$ cat config.mk
export PLATFORM = sky130hd
export DESIGN_NAME = oam_dma_ctrl
export DESIGN_NICKNAME = d
export VERILOG_FILES = /design/src/rtl/oam_dma_ctrl.sv
export SDC_FILE = /design/constraint.sdc
export NUM_CORES = 1
export LEC_CHECK = 0
export BUFFER_PORTS_ARGS = -buffer_cell sky130_fd_sc_hd__buf_2
export CAP_MARGIN = 20
export CORE_MARGIN = 8
export CORE_UTILIZATION = 47
export CTS_CLUSTER_DIAMETER = 120
export DETAILED_ROUTE_END_ITERATION = 8
export GPL_TIMING_DRIVEN = 0
export PLACE_DENSITY = 0.76
export SYNTH_ARGS = -nofsm -noshare
export SYNTH_HDL_FRONTEND = slang
export SYNTH_SLANG_ARGS = --single-unit
$ cat constraint.sdc
create_clock -name clk -period 3.1 [get_ports clk]
set_input_delay 0.155 -clock clk [delete_from_list [all_inputs] [get_ports clk]]
set_output_delay 0.155 -clock clk [all_outputs]
set_load 0.01 [all_outputs]
$ cat src/rtl/oam_dma_ctrl.sv
// Sprite DMA engine: on a CPU write to DMA_REG_ADDR it stalls the CPU and copies
// one page of CPU memory into OAM starting at the sampled OAMADDR.
//
//   state   | meaning
//   --------+-------------------------------------------------------------
//   S_IDLE  | waiting for a CPU write to the DMA register
//   S_HALT  | CPU stalled, first cycle of the transfer
//   S_ALIGN | extra wait cycle when the trigger landed on an odd cycle
//   S_READ  | read strobe to CPU memory at {page, idx}
//   S_WRITE | write returned byte to OAM at base + idx
//   S_DONE  | one-cycle completion pulse, CPU released
module oam_dma_ctrl #(
  parameter logic [15:0] DMA_REG_ADDR = 16'h4014,
  parameter bit          ALIGN_EN     = 1'b1,
  parameter int          BYTES        = 256
) (
  input  logic        clk,
  input  logic        reset,
  input  logic [15:0] cpu_addr,
  input  logic [7:0]  data_in,
  input  logic        RWE,
  input  logic [7:0]  oam_addr_base,
  output logic        cpu_stall,
  output logic [15:0] dma_addr,
  output logic        dma_rd,
  input  logic [7:0]  mem_data,
  output logic [7:0]  oam_addr,
  output logic [7:0]  oam_data,
  output logic        oam_we,
  output logic        dma_busy,
  output logic        dma_done
);

  typedef enum logic [2:0] {
    S_IDLE, S_HALT, S_ALIGN, S_READ, S_WRITE, S_DONE
  } state_t;

  localparam logic [7:0] LAST_IDX = 8'(BYTES - 1);

  state_t      state_q, state_d;
  logic [7:0]  page_q, page_d;
  logic [7:0]  base_q, base_d;
  logic [7:0]  idx_q, idx_d;
  logic        odd_q, odd_d;
  logic        par_q;
  logic [15:0] dma_addr_q, dma_addr_d;
  logic [7:0]  oam_addr_q, oam_addr_d;
  logic [7:0]  oam_data_q, oam_data_d;
  logic        trig;

  assign trig = (state_q == S_IDLE) && (cpu_addr == DMA_REG_ADDR) && RWE;

  always_ff @(posedge clk or posedge reset) begin
    if (reset) begin
      state_q    <= S_IDLE;
      page_q     <= '0;
      base_q     <= '0;
      idx_q      <= '0;
      odd_q      <= 1'b0;
      par_q      <= 1'b0;
      dma_addr_q <= '0;
      oam_addr_q <= '0;
      oam_data_q <= '0;
    end else begin
      state_q    <= state_d;
      page_q     <= page_d;
      base_q     <= base_d;
      idx_q      <= idx_d;
      odd_q      <= odd_d;
      par_q      <= ~par_q;
      dma_addr_q <= dma_addr_d;
      oam_addr_q <= oam_addr_d;
      oam_data_q <= oam_data_d;
    end
  end

  always_comb begin
    state_d = state_q;
    page_d  = page_q;
    base_d  = base_q;
    idx_d   = idx_q;
    odd_d   = odd_q;
    unique case (state_q)
      S_IDLE: begin
        if (trig) begin
          page_d  = data_in;
          base_d  = oam_addr_base;
          idx_d   = '0;
          odd_d   = par_q;
          state_d = S_HALT;
        end
      end
      S_HALT:  state_d = (ALIGN_EN && odd_q) ? S_ALIGN : S_READ;
      S_ALIGN: state_d = S_READ;
      S_READ:  state_d = S_WRITE;
      S_WRITE: begin
        if (idx_q == LAST_IDX) begin
          state_d = S_DONE;
        end else begin
          idx_d   = idx_q + 8'd1;
          state_d = S_READ;
        end
      end
      S_DONE:  state_d = S_IDLE;
      default: state_d = S_IDLE;
    endcase
  end

  // Address registers load on entry to their strobe state so they are valid
  // with the strobe and hold afterwards.
  always_comb begin
    dma_addr_d = dma_addr_q;
    oam_addr_d = oam_addr_q;
    oam_data_d = oam_data_q;
    if (state_d == S_READ && state_q != S_READ)
      dma_addr_d = {page_q, idx_d};
    if (state_d == S_WRITE && state_q != S_WRITE)
      oam_addr_d = base_q + idx_d;
    if (state_q == S_WRITE)
      oam_data_d = mem_data;
  end

  always_comb begin
    cpu_stall = 1'b0;
    dma_busy  = 1'b0;
    dma_rd    = 1'b0;
    oam_we    = 1'b0;
    dma_done  = 1'b0;
    unique case (state_q)
      S_HALT, S_ALIGN: begin
        cpu_stall = 1'b1;
        dma_busy  = 1'b1;
      end
      S_READ: begin
        cpu_stall = 1'b1;
        dma_busy  = 1'b1;
        dma_rd    = 1'b1;
      end
      S_WRITE: begin
        cpu_stall = 1'b1;
        dma_busy  = 1'b1;
        oam_we    = 1'b1;
      end
      S_DONE:  dma_done = 1'b1;
      default: ;
    endcase
  end

  // Read data arrives during WRITE, so it is forwarded straight through.
  assign oam_data = (state_q == S_WRITE) ? mem_data : oam_data_q;
  assign dma_addr = dma_addr_q;
  assign oam_addr = oam_addr_q;

endmodule

; ---- Word level (Yosys, flattened, before mapping)
; Cells that the tools add are included.
[totals]
ff_bits = 61
input_bits = 43
wordCells = 42
[classes]
addsub = 2
n_eq_ne = 11
mux = 12
bitwise_logic = 1
n_reduce_logical = 7
[ops]
columns = operator, count
row1 = 8-bit 2-to-1 mux, 3
row2 = "16-bit by 15-bit equality test with 1-bit output, second input constant", 1
row3 = 8-bit case mux with 2 select lines, 1
row4 = 3-bit case mux with 5 select lines, 1
row5 = "3-bit by 2-bit equality test with 1-bit output, second input constant", 3
row6 = "3-bit equality test, second input constant", 3
row7 = "8-bit by 1-bit adder with 8-bit output, second input constant", 1
row8 = 8-bit adder, 1
row9 = "8-bit equality test, second input constant", 1
row10 = 3-bit 2-to-1 mux, 2
row11 = 1-bit 2-to-1 mux, 5
row12 = 1-bit logical AND, 4
row13 = 4-bit OR reduction, 1
row14 = "3-bit by 1-bit equality test with 1-bit output, second input constant", 1
row15 = 3-bit zero test, 1
row16 = "3-bit by 2-bit != test with 1-bit output, second input constant", 1
row17 = "3-bit != test, second input constant", 1
row18 = 2-bit AND reduction, 1
row19 = 1-bit NOT, 1

; ---- Longest topological paths before layout
; Gate-level depths: netlist (run 1).
[depth]
ltp_word = 7
ltp_mapped = 14

; ---- Least setup slack after synthesis (run 1)
; Ideal clock, no wire load.
[synth_timing]
kind = register to register
start = register idx_q[0]
end = register oam_addr_q[7], in the netlist oam_addr[7]
setup_ns = 0.082
arrival_ns = 2.870
t_required_ns = 3.018
slack_ns = 0.148
path_stages_with_launch = 12
path_buffers = 0
path_cell_list = dfrtp_1 > ha_1 > nand4_1 > nor2b_1 > mux2_2 > a22o_1 > ha_1 > nand3_1 > o21ai_0 > a31oi_1 > or3_1 > a31oi_1
[synth_via]
word_cells_on_any_way = 10
cone_classes = add/sub (2) / eq/ne (2) / mux (5) / reduce/logical (1)
[synth_lines]
columns = element, line_no
row1 = start: declaration, 43  ; logic [7:0] idx_q, idx_d;
row2 = start signal: assignment, 68  ; idx_q <= idx_d;
row3 = 8-bit by 1-bit adder with 8-bit output / 8-bit equality test (equally long branches), "100, 97"
row4 = 8-bit 2-to-1 mux (*), 97  ; if (idx_q == LAST_IDX) begin
row5 = 8-bit case mux with 2 select lines (*), 83  ; unique case (state_q)
row6 = named net idx_d[3], 43
row7 = 8-bit adder (*), 118  ; oam_addr_d = base_q + idx_d;
row8 = end signal: assignment, 72  ; oam_addr_q <= oam_addr_d;
row9 = end: declaration, 47  ; logic [7:0] oam_addr_q, oam_addr_d;
; Mark *: on every way through the listed nets, which the timed path passes. The rest lies on a longest branch.
; A chain may end at the register's enable or synchronous reset.

; ---- Worst setup path after layout (run 1)
[layout_timing]
start = register idx_q[1]
end = register oam_addr_q[6], in the netlist oam_addr[6]
[layout_via]
word_cells_on_any_way = 10
cone_classes = add/sub (2) / eq/ne (2) / mux (5) / reduce/logical (1)
[layout_lines]
columns = element, line_no
row1 = 8-bit equality test, 97
row2 = 8-bit 2-to-1 mux, 97
row3 = 8-bit case mux with 2 select lines, 83
row4 = named net idx_d[0], 43
row5 = 8-bit adder, 118
; The timed path passes the listed nets, and every way through them passes these cells.

==> flow_metrics.tcl, run 1 <==
set metrics [dict create \
    outcome "finished clean" \
    fillers 499 \
    grt_antenna_before_repair 0 \
    syn_to_final_growth_pct 32.1 \
    endpoint_kind "flip-flop" \
    worstPathArrival_ns 3.21 \
    slowest_delay_ns 0.45 \
    synth_cell_types 41 \
    pin_count 80 \
    first_pass_iters 5 \
    switching_power_mw 0.886 \
    grt_pass1_wl_um 11000 \
    path_cells "ha_4 -> nand4_1 -> mux2_2 -> a22o_1 -> ha_2 -> fa_2 -> a21o_1 -> a21oi_2 -> o21bai_1 -> a21oi_1 -> xor2_1 -> o21ai_0" \
    die_area_um2 8760 \
    clockPowerShare_pct 29.6 \
    postSynthCellCount 255 \
    multi_input_area_um2 1300 \
    crit_path_start "idx_q[1]" \
    ys_async_sr_fraction_pct 100 \
    numClockSinks 61 \
    drive_above_1_share_pct 45.9 \
    die_height_um 93.6 \
    syn_area_um2 2830 \
    cts-root-buf "clkbuf_8" \
    die_x_um 93.6 \
    n_antenna_cell 0 \
    muxShareOfSynthArea_pct 13.5 \
    tightest_slew_ns 0.640 \
    r2r-end "oam_addr[6]" \
    fin_skew_ns 0.00836 \
    hold_path.class "primary input to flip-flop" \
    fin_nets 410 \
    synth_compound_area_share_pct 8.27 \
    numCtsBuffers 9 \
    synth_seq_cells 61 \
    drv_cap 0 \
    start_util_pct 48.1 \
    p_seq_share_pct 37.1 \
    setup_viol 0 \
    hold_end "base_q[7]" \
    power.share.combinational_pct 33.2 \
    crit_required_ns 3.32 \
    cts_buffer_depth 2 \
    synth_edf_count 0 \
    power_density_nw_per_um2 716 \
    clkLatencyLatePin_ns 0.34 \
    yosysTopAreaCellShare_pct 54.0 \
    synth.avg_cell_area_um2 11.1 \
    grt_overflow 0 \
    drc 0 \
    seq_area_frac_synth_pct 54.0 \
    crit_path_max_fanout 5 \
    relSlewSlack_pct 57.3 \
    synth_xor_area_share_pct 2.17 \
    reg2reg_depth 12 \
    grt_start_max_net_pins 33 \
    crit_path_start_kind "flip-flop" \
    path_clk_slew_ns 0.06 \
    post-route-period-util_pct 96.5 \
    slowest_stage "dfrtp_1" \
    synth_top_family_by_area "simple AND/OR/NAND/NOR gates" \
    fin_crit_ns 2.99 \
    seq_area_um2 1530 \
    hpwlAfterDp_um 4820 \
    gp_congestion 0.894 \
    top_usage_layer "met2" \
    via_count 2271 \
    fin_ws_ns 0.109 \
    reg2reg_from "idx_q[1]" \
    core_area_um2 5890 \
    ant_nets 0 \
    io_buffers 79 \
    min_from "oam_addr_base[7]" \
    max_freq_mhz 334 \
    switching_share_pct 33.1 \
    synth_top_area_cell "dfrtp_1" \
    p_int_mw 1.79 \
    grt_util_met3_pct 5.61 \
    maxSlewViolCount 0 \
    cts_tree "yes" \
    path_class "flip-flop to flip-flop" \
    synthAdderAreaFrac_pct 4.69 \
    placementRows 28 \
    p_leak_nw 1.98 \
    peakVddDrop_mv 0.395 \
    yosys_warnings 0 \
    use_met1_pct 18.5 \
    routedWlPerCell_um 15.6 \
    syn-num-nets 308 \
    wirelength_um 6830 \
    worstHoldPathCells 3 \
    via_per_inst 5.20 \
    yosys.area_share.simple_pct 14.6 \
    place_ws_ns -0.232 \
    groute.usage.overall_pct 15.8 \
    hold_violations 0 \
    grt_pass1_vias 2290 \
    synth_area_leaders "dfrtp_1 (54%), mux2_2 (13%), nand2_1 (6.1%)" \
    r2r_slack_ns 0.11 \
    synth-main-ff-cell "dfrtp_1" \
    hold_ws_ns 0.0171 \
    htree_levels 3 \
    use_met2_pct 26.3 \
    drt_iter0_drc 112 \
]
## logic make-up after synthesis
| logic type | after synthesis |
|---|---|
| buffers and inverters | 19 |
| adders and majority gates | 10 |
| DFF | 61 |
| xor gates and xnor gates | 7 |
| AOI/OAI and AO/OA | 38 |
| muxes | 34 |
| and+or+nand+nor | 86 |
## cells in the mapped netlist, drive strengths merged, types with 3 or more instances
| master | count |
|---|---|
| a21o | 3 |
| a21oi | 10 |
| a22o | 4 |
| a31oi | 3 |
| buf | 5 |
| clkbuf | 5 |
| dfrtp | 61 |
| ha | 9 |
| inv | 9 |
| mux2 | 33 |
| nand2 | 46 |
| nand3 | 6 |
| nor2 | 12 |
| nor4 | 3 |
| o21ai | 13 |
| xnor2 | 5 |
## worst max-delay path by stage
stage / end / slack [ns]
after floorplan: oam_addr[7] / 0.15
final: oam_addr[6] / 0.11
after CTS: oam_addr[6] / 0.006
after detailed placement: oam_addr[7] / -0.23
after global routing: oam_addr[6] / -0.07
after global placement: oam_addr[7] / -0.18
## state kept, by name (all words and copies together) (netlist names)
register / cells
oam_addr: 8
par_q: 1
page_q: 8
dma_addr: 16
oam_data_q: 8
odd_q: 1
state_q: 3
idx_q: 8
base_q: 8
## placed cells by master (no fill, tap or decap), drive strengths merged, types with 2 or more instances in the layout
master | netlist | final
mux2 | 33 | 33
bufinv | 0 | 2
nor2 | 12 | 12
a31oi | 3 | 3
nor4 | 3 | 3
a21o | 3 | 3
ha | 9 | 9
a22o | 4 | 4
buf | 5 | 97
nor4b | 2 | 2
nand4 | 2 | 2
xor2 | 2 | 2
nand2 | 46 | 46
xnor2 | 5 | 5
or3 | 2 | 2
o21ai | 13 | 13
a21oi | 10 | 10
clkbuf | 5 | 15
or2 | 2 | 2
nand3 | 6 | 6
inv | 9 | 9
clkinv | 0 | 2
dfrtp | 61 | 61
nor3 | 2 | 2
## layer usage
layer  vias up  wire, um
li1       1094         -
met1      1093      2770
met2        70      3440
met3        14       491
met4         0       124
met5         -         0
## cell type report
type | count | share of cell area (%)
plain buffers | 8 | 1.04
repair buffers | 93 | 13.8
clock buffers | 12 | 4.15
flip-flops and latches | 61 | 41.0
inverters | 9 | 0.904
clock inverters | 4 | 1.88
multi-input cells | 175 | 34.8
well taps | 75 | 2.51
## power groups by stage
stage | Clock (mW) | Sequential, mW | Combinational [mW]
after floorplan | 0 | 0.993 | 0.554
after global placement | 0 | 0.989 | 0.832
after detailed placement | 0 | 0.995 | 0.852
after CTS | 0.806 | 0.982 | 0.860
after global routing | 0.845 | 1.01 | 0.982
final | 0.792 | 0.993 | 0.889
## repair_timing
action                                  CTS  global route
pin swaps                                 2             4
endpoints found under the setup margin    2            10
endpoints found under the hold margin    29             0
gates cloned                              0             0
setup buffers                             9             3
resized for setup                         8            13
hold buffers                              1             0
## metrics by stage
step / TNS, ns / utilization (%) / cell area, um^2 / cells / power [mW]
2_1_floorplan: 0 / - / 2830 / 255 / 1.55
3_3_place_gp: -0.290 / 56.4 / 3320 / 409 / 1.82
3_5_place_dp: -0.398 / 56.7 / 3340 / 410 / 1.85
4_1_cts: 0 / 62.2 / 3660 / 436 / 2.65
5_1_grt: -0.0899 / 63.5 / 3740 / 437 / 2.83
6_report: 0 / 63.5 / 3740 / 437 / 2.67
## critical path, delay by kind of cell, from the launching register on
family	cells	cell delay (ns)
and+or+nand+nor	1	0.19
adders and majority gates	3	0.77
DFF	1	0.45
muxes	1	0.37
AOI/OAI and AO/OA	6	0.91
xor gates and xnor gates	1	0.18
(Power assumes the default switching activity.)
==> inputs of run 2 (changes only) <==
--- a/config.mk
+++ b/config.mk
@@ -7,12 +7,12 @@
 export LEC_CHECK = 0
 export BUFFER_PORTS_ARGS = -buffer_cell sky130_fd_sc_hd__buf_2
 export CAP_MARGIN = 20
-export CORE_MARGIN = 8
 export CORE_UTILIZATION = 47
 export CTS_CLUSTER_DIAMETER = 120
 export DETAILED_ROUTE_END_ITERATION = 8
 export GPL_TIMING_DRIVEN = 0
 export PLACE_DENSITY = 0.76
+export SETUP_SLACK_MARGIN = 0.4
 export SYNTH_ARGS = -nofsm -noshare
 export SYNTH_HDL_FRONTEND = slang
 export SYNTH_SLANG_ARGS = --single-unit
==> run 2 against run 1 <==
- global-route usage increased by 6.8 points
- sequential power shrank 1%
- power rose by 4.5%
- first-iteration DRC count fell by 16%
- highest routed layer unchanged
==> flow_metrics.tcl, run 2 (synthesized netlist as in run 1, its figures left out) <==
set metrics [dict create \
    largest_reg_flops 16 \
    pin_count 80 \
    numCtsBuffers 9 \
    endpoint_kind "flip-flop" \
    numClockSinks 61 \
    p_int_mw 1.87 \
    slowest_stage "fa_2" \
    power_density_nw_per_um2 705 \
    drv_cap 0 \
    die_height_um 79.6 \
    die_x_um 79.6 \
    place_ws_ns -0.115 \
    fin_setup_tns_ns 0 \
    switching_power_mw 0.925 \
    p_leak_nw 2.08 \
    r2r_slack_ns 0.09 \
    hold_ws_ns 0.0194 \
    dp.cells 407 \
    placementRows 27 \
    drc 0 \
    gp_congestion 0.853 \
    hold_path.class "primary input to flip-flop" \
    crit_path_max_fanout 4 \
    tightest_slew_ns 0.629 \
    groute.usage.overall_pct 22.6 \
    via_per_inst 5.27 \
    routedWlPerCell_um 15.1 \
    layout_common_cells "buf_2 (83), dfrtp_1 (59), nand2_1 (46), mux2_2 (31), buf_4 (24)" \
    switching_share_pct 33.1 \
    hold_violations 0 \
    first_pass_iters 5 \
    final_util_pct 70.2 \
    r2r-end "oam_addr[6]" \
    ant_nets 0 \
    post-route-period-util_pct 97.2 \
    cts_buffer_depth 2 \
    relSlewSlack_pct 58.1 \
    path_common_cell "buf_4" \
    path_class "flip-flop to flip-flop" \
    min_from "oam_addr_base[7]" \
    grt_start_max_net_pins 40 \
    clkLatencyLatePin_ns 0.34 \
    cts-root-buf "clkbuf_8" \
    clockPowerShare_pct 28.0 \
    fin_ws_ns 0.0876 \
    grt_antenna_before_repair 0 \
    fin_skew_ns 0.0117 \
    hpwlAfterDp_um 4360 \
    peakVddDrop_mv 0.462 \
    slowest_delay_ns 0.38 \
    via_count 2363 \
    cts_tree "yes" \
    instances_no_fill 448 \
    final_area_um2 3960 \
    drive_above_1_share_pct 51.1 \
    grt_pass1_wl_um 10700 \
    grt_overflow 0 \
    rsz0062_at_grt "true" \
    grt_pass1_vias 2349 \
    drt_iter0_drc 94 \
    outcome "finished clean" \
    crit_path_start_kind "flip-flop" \
    final_common_cell "buf_2" \
    maxSlewViolCount 0 \
    fin_nets 424 \
    start_util_pct 50.1 \
    place_area_um2 3370 \
    io_buffers 79 \
    n_antenna_cell 0 \
    fin_crit_ns 3.01 \
    worstPathArrival_ns 3.24 \
    worstHoldPathCells 3 \
    crit_required_ns 3.33 \
    max_freq_mhz 332 \
    power.share.combinational_pct 36.8 \
    htree_levels 3 \
    hold_end "base_q[7]" \
    core_area_um2 5640 \
    p_seq_share_pct 35.1 \
    reg2reg_from "idx_q[5]" \
    die_area_um2 6330 \
    path_cells "and4_1 -> nand4_1 -> buf_4 -> buf_4 -> nand3_1 -> o21ai_0 -> a22o_2 -> fa_2 -> a21o_1 -> a21oi_2 -> o21bai_1 -> a21oi_1 -> xor2_1 -> o21ai_1" \
    setup_viol 0 \
    reg2reg_depth 14 \
    path_clk_slew_ns 0.07 \
    finalPower_mw 2.79 \
    syn_to_final_growth_pct 39.9 \
    wirelength_um 6750 \
]
==> run 2: changes by cell type in the layout (fill, tap and decap cells not counted), sizes merged <==
| cell | delta |
|---|---|
| buf | +13 |
| clkbuf | +3 |
| clkinv | -2 |
| bufinv | -1 |
| clkinvlp | +1 |
==> run 2: layer usage <==
layer	vias to the layer above	track usage (%)	share of wire (%)
li1	1124	-	-
met1	1153	26.9	42
met2	76	38.3	52
met3	10	5.94	4.8
met4	0	10.2	1.4
met5	-	0	0
==> run 2: final cells by class <==
| type | instances | area [um^2] |
|---|---|---|
| clock inverters | 2 | 37.5 |
| multi-input cells | 175 | 1400 |
| flip-flops and latches | 61 | 1530 |
| repair buffers | 105 | 609 |
| plain buffers | 10 | 63.8 |
| well taps | 72 | 90.1 |
| clock buffers | 14 | 193 |
| fillers | 424 | 1680 |
| inverters | 9 | 33.8 |
==> run 2: how the worst max path moves through the flow <==
stage	startpoint	slack [ns]	depth (start not counted)	endpoint
3_5_place_dp	state_q[1]	-0.12	12	oam_addr[7]
4_1_cts	state_q[1]	0.12	12	oam_addr[7]
2_1_floorplan	idx_q[3]	0.29	12	oam_addr[6]
5_1_grt	idx_q[5]	-0.03	14	oam_addr[6]
3_3_place_gp	state_q[1]	-0.03	12	oam_addr[7]
6_report	idx_q[5]	0.09	14	oam_addr[6]
==> run 2: critical path: cells and delay by family, from the launching register on <==
family	cells	cell delay (ns)
fa+ha+maj	1	0.38
buf+inv	2	0.36
simple gates	3	0.55
xor+xnor	1	0.20
compound gates	7	1.04
flops	1	0.37
==> run 2: timing repair <==
item                       4_1_cts  5_1_grt
hold endpoints to repair        22        0
setup buffers                   16        8
pin swaps                       14       24
gates resized for setup         16       22
cloned                           0        0
hold buffers                     1        0
setup endpoints to repair        4        5
==> run 2: power groups by stage <==
stage | Clock (mW) | Sequential [mW] | Combinational, mW
floorplan | 0 | 0.994 | 0.562
global placement | 0 | 0.990 | 0.842
detailed placement | 0 | 0.996 | 0.865
CTS | 0.796 | 0.973 | 0.972
global route | 0.832 | 0.996 | 1.14
finish | 0.783 | 0.981 | 1.03
==> inputs of run 3 (changes only) <==
==> config.mk (replaced) <==
export PLATFORM = sky130hd
export DESIGN_NAME = oam_dma_ctrl
export DESIGN_NICKNAME = d
export VERILOG_FILES = /design/src/rtl/oam_dma_ctrl.sv
export SDC_FILE = /design/constraint.sdc
export NUM_CORES = 1
export LEC_CHECK = 0
export CAP_MARGIN = 20
export CORE_UTILIZATION = 56
export CTS_CLUSTER_DIAMETER = 120
export DETAILED_ROUTE_END_ITERATION = 8
export DONT_BUFFER_PORTS = 1
export GPL_TIMING_DRIVEN = 0
export PLACE_DENSITY = 0.74
export SETUP_SLACK_MARGIN = 0.4
export SYNTH_ARGS = -nofsm -noshare
export SYNTH_HDL_FRONTEND = slang
export SYNTH_SLANG_ARGS = --single-unit
==> run 3 against run 2 <==
- clock power is 17% lower
- clock skew is 0.0022 ns lower
- die area is 16% lower
- worst setup slack better by 0.043 ns
- combinational power is 12% lower
- flip-flop and latch count stayed put
- cell count is 15% lower
- global-route usage is 3.1 points higher
- sequential power hardly changed
==> flow_metrics.tcl, run 3 (synthesized netlist as in run 1, its figures left out) <==
set metrics [dict create \
    via_count 2190 \
    drive_above_1_share_pct 35.1 \
    cts_buffer_depth 2 \
    outcome "finished clean" \
    hold_ws_ns 0.0136 \
    slowest_delay_ns 0.41 \
    drc 0 \
    first_pass_iters 4 \
    dp.cells 323 \
    n_antenna_cell 0 \
    p_seq_share_pct 39.1 \
    routedWlPerCell_um 17.0 \
    use_met1_pct 32.2 \
    fillers 313 \
    groute.usage.overall_pct 25.8 \
    core_area_um2 4790 \
    tightest_slew_ns 0.627 \
    peakVddDrop_mv 0.399 \
    instances_no_fill 383 \
    grt_pass1_vias 2135 \
    htree_levels 3 \
    grt_pass1_wl_um 10000 \
    p_int_mw 1.67 \
    multi_input_area_um2 1380 \
    die_x_um 73.1 \
    p_leak_nw 1.79 \
    rsz0062_at_grt "true" \
    relSlewSlack_pct 58.2 \
    hpwlAfterDp_um 3840 \
    grt_antenna_before_repair 0 \
    placementRows 25 \
    r2r_slack_ns 0.13 \
    fin_skew_ns 0.00947 \
    crit_required_ns 3.34 \
    worstPathArrival_ns 3.21 \
    drv_cap 0 \
    final_area_um2 3680 \
    path_clk_slew_ns 0.07 \
    pin_count 80 \
    hold_violations 0 \
    power_density_nw_per_um2 696 \
    layout_common_cells "dfrtp_1 (59), nand2_1 (46), mux2_2 (31), buf_4 (26), dlygate4sd3_1 (17)" \
    switching_share_pct 34.8 \
    cp_top_family "simple AND/OR/NAND/NOR gates" \
    wirelength_um 6530 \
    fin_setup_tns_ns 0 \
    crit_path_start_kind "flip-flop" \
    gp_congestion 0.839 \
    setup_viol 0 \
    finalPower_mw 2.56 \
    drt_iter0_drc 145 \
    hold_path.class "primary input to flip-flop" \
    path_buf_inv 0 \
    crit_path_max_fanout 5 \
    clkLatencyLatePin_ns 0.34 \
    place_ws_ns -0.0587 \
    largest_reg_flops 16 \
    max_freq_mhz 337 \
    die_height_um 73.1 \
    fin_crit_ns 2.97 \
    numCtsBuffers 9 \
    cts-root-buf "clkbuf_8" \
    syn_to_final_growth_pct 30.0 \
    path_cells "and4_1 -> nand4_1 -> nor2b_4 -> mux2_4 -> a22o_4 -> ha_4 -> a21o_1 -> a21oi_2 -> o21ai_2 -> a31oi_2 -> or3_1 -> a31oi_1" \
    place_area_um2 2970 \
    numClockSinks 61 \
    use_met2_pct 41.8 \
    path_class "flip-flop to flip-flop" \
    clockPowerShare_pct 25.5 \
    fin_ws_ns 0.131 \
    final_common_cell "dfrtp_1" \
    switching_power_mw 0.890 \
    grt_overflow 0 \
    start_util_pct 59.1 \
    seq_area_um2 1530 \
    grt_util_met3_pct 7.87 \
    io_buffers 0 \
    power.share.combinational_pct 35.4 \
    top_usage_layer "met2" \
    fin_nets 365 \
    grt_start_max_net_pins 40 \
    endpoint_kind "flip-flop" \
    slowest_stage "dfrtp_2" \
    final_util_pct 76.8 \
    ant_nets 0 \
    cts_tree "yes" \
    post-route-period-util_pct 95.8 \
    die_area_um2 5340 \
    via_per_inst 5.72 \
    maxSlewViolCount 0 \
]
-- run 3: cell types whose count changed in the layout (fill, tap and decap cells not counted), moves of 2 or more --
cell,before,now
dlygate4sd3_1,1,17
buf_6,2,4
buf_2,83,3
clkbuf_8,15,9
clkbuf_1,3,7
buf_4,24,26
-- run 3: worst register-to-register path: stages (launching register included) --
cell	delay [ns]
dfrtp_2	0.41
and4_1	0.21
nand4_1	0.20
nor2b_4	0.23
mux2_4	0.32
a22o_4	0.25
ha_4	0.29
a21o_1	0.13
a21oi_2	0.06
o21ai_2	0.08
a31oi_2	0.13
or3_1	0.39
a31oi_1	0.19
-- run 3: final cells by class --
class	instances	share of cell area (%)
Sequential cell	61	41.6
Multi-Input combinational cell	175	37.5
Timing Repair Buffer	46	11.2
Clock buffer	13	3.78
Tap cell	67	2.28
Buffer	10	1.77
Clock inverter	2	0.953
Inverter	9	0.919
-- run 3: metal layers --
| metal | routed length (um) | share of wire [%] | vias to the layer above |
|---|---|---|---|
| met3 | 433 | 6.6 | 18 |
| met2 | 3320 | 51 | 89 |
| met1 | 2620 | 40 | 1086 |
| met4 | 160 | 2.5 | 0 |
| met5 | 0 | 0 | - |
| li1 | - | - | 997 |
-- run 3: power groups by stage --
stage / clock, mW / sequential [mW] / combinational, mW
floorplan: 0 / 0.994 / 0.562
global placement: 0 / 1.01 / 0.680
detailed placement: 0 / 1.02 / 0.694
CTS: 0.656 / 1.00 / 0.817
global route: 0.696 / 1.02 / 0.980
finish: 0.652 / 1.00 / 0.905
-- run 3: final timing paths --
check,from,to,depth (start not counted)
worst max-delay path,idx_q[3],oam_addr[7],12
worst min-delay path,mem_data[6],oam_data_q[6],2
worst max register to register,idx_q[3],oam_addr[7],12
worst min register to register,par_q,par_q,1
max in group asynchronous,reset,idx_q[3],3
min in group asynchronous,reset,oam_data_q[3],2
-- run 3: timing repair --
action | 4_1_cts | 5_1_grt
endpoints found under the hold margin | 38 | 0
buffers inserted | 19 | 9
hold buffers | 17 | 0
pin swaps | 10 | 18
resized for setup | 21 | 17
endpoints found under the setup margin | 4 | 5
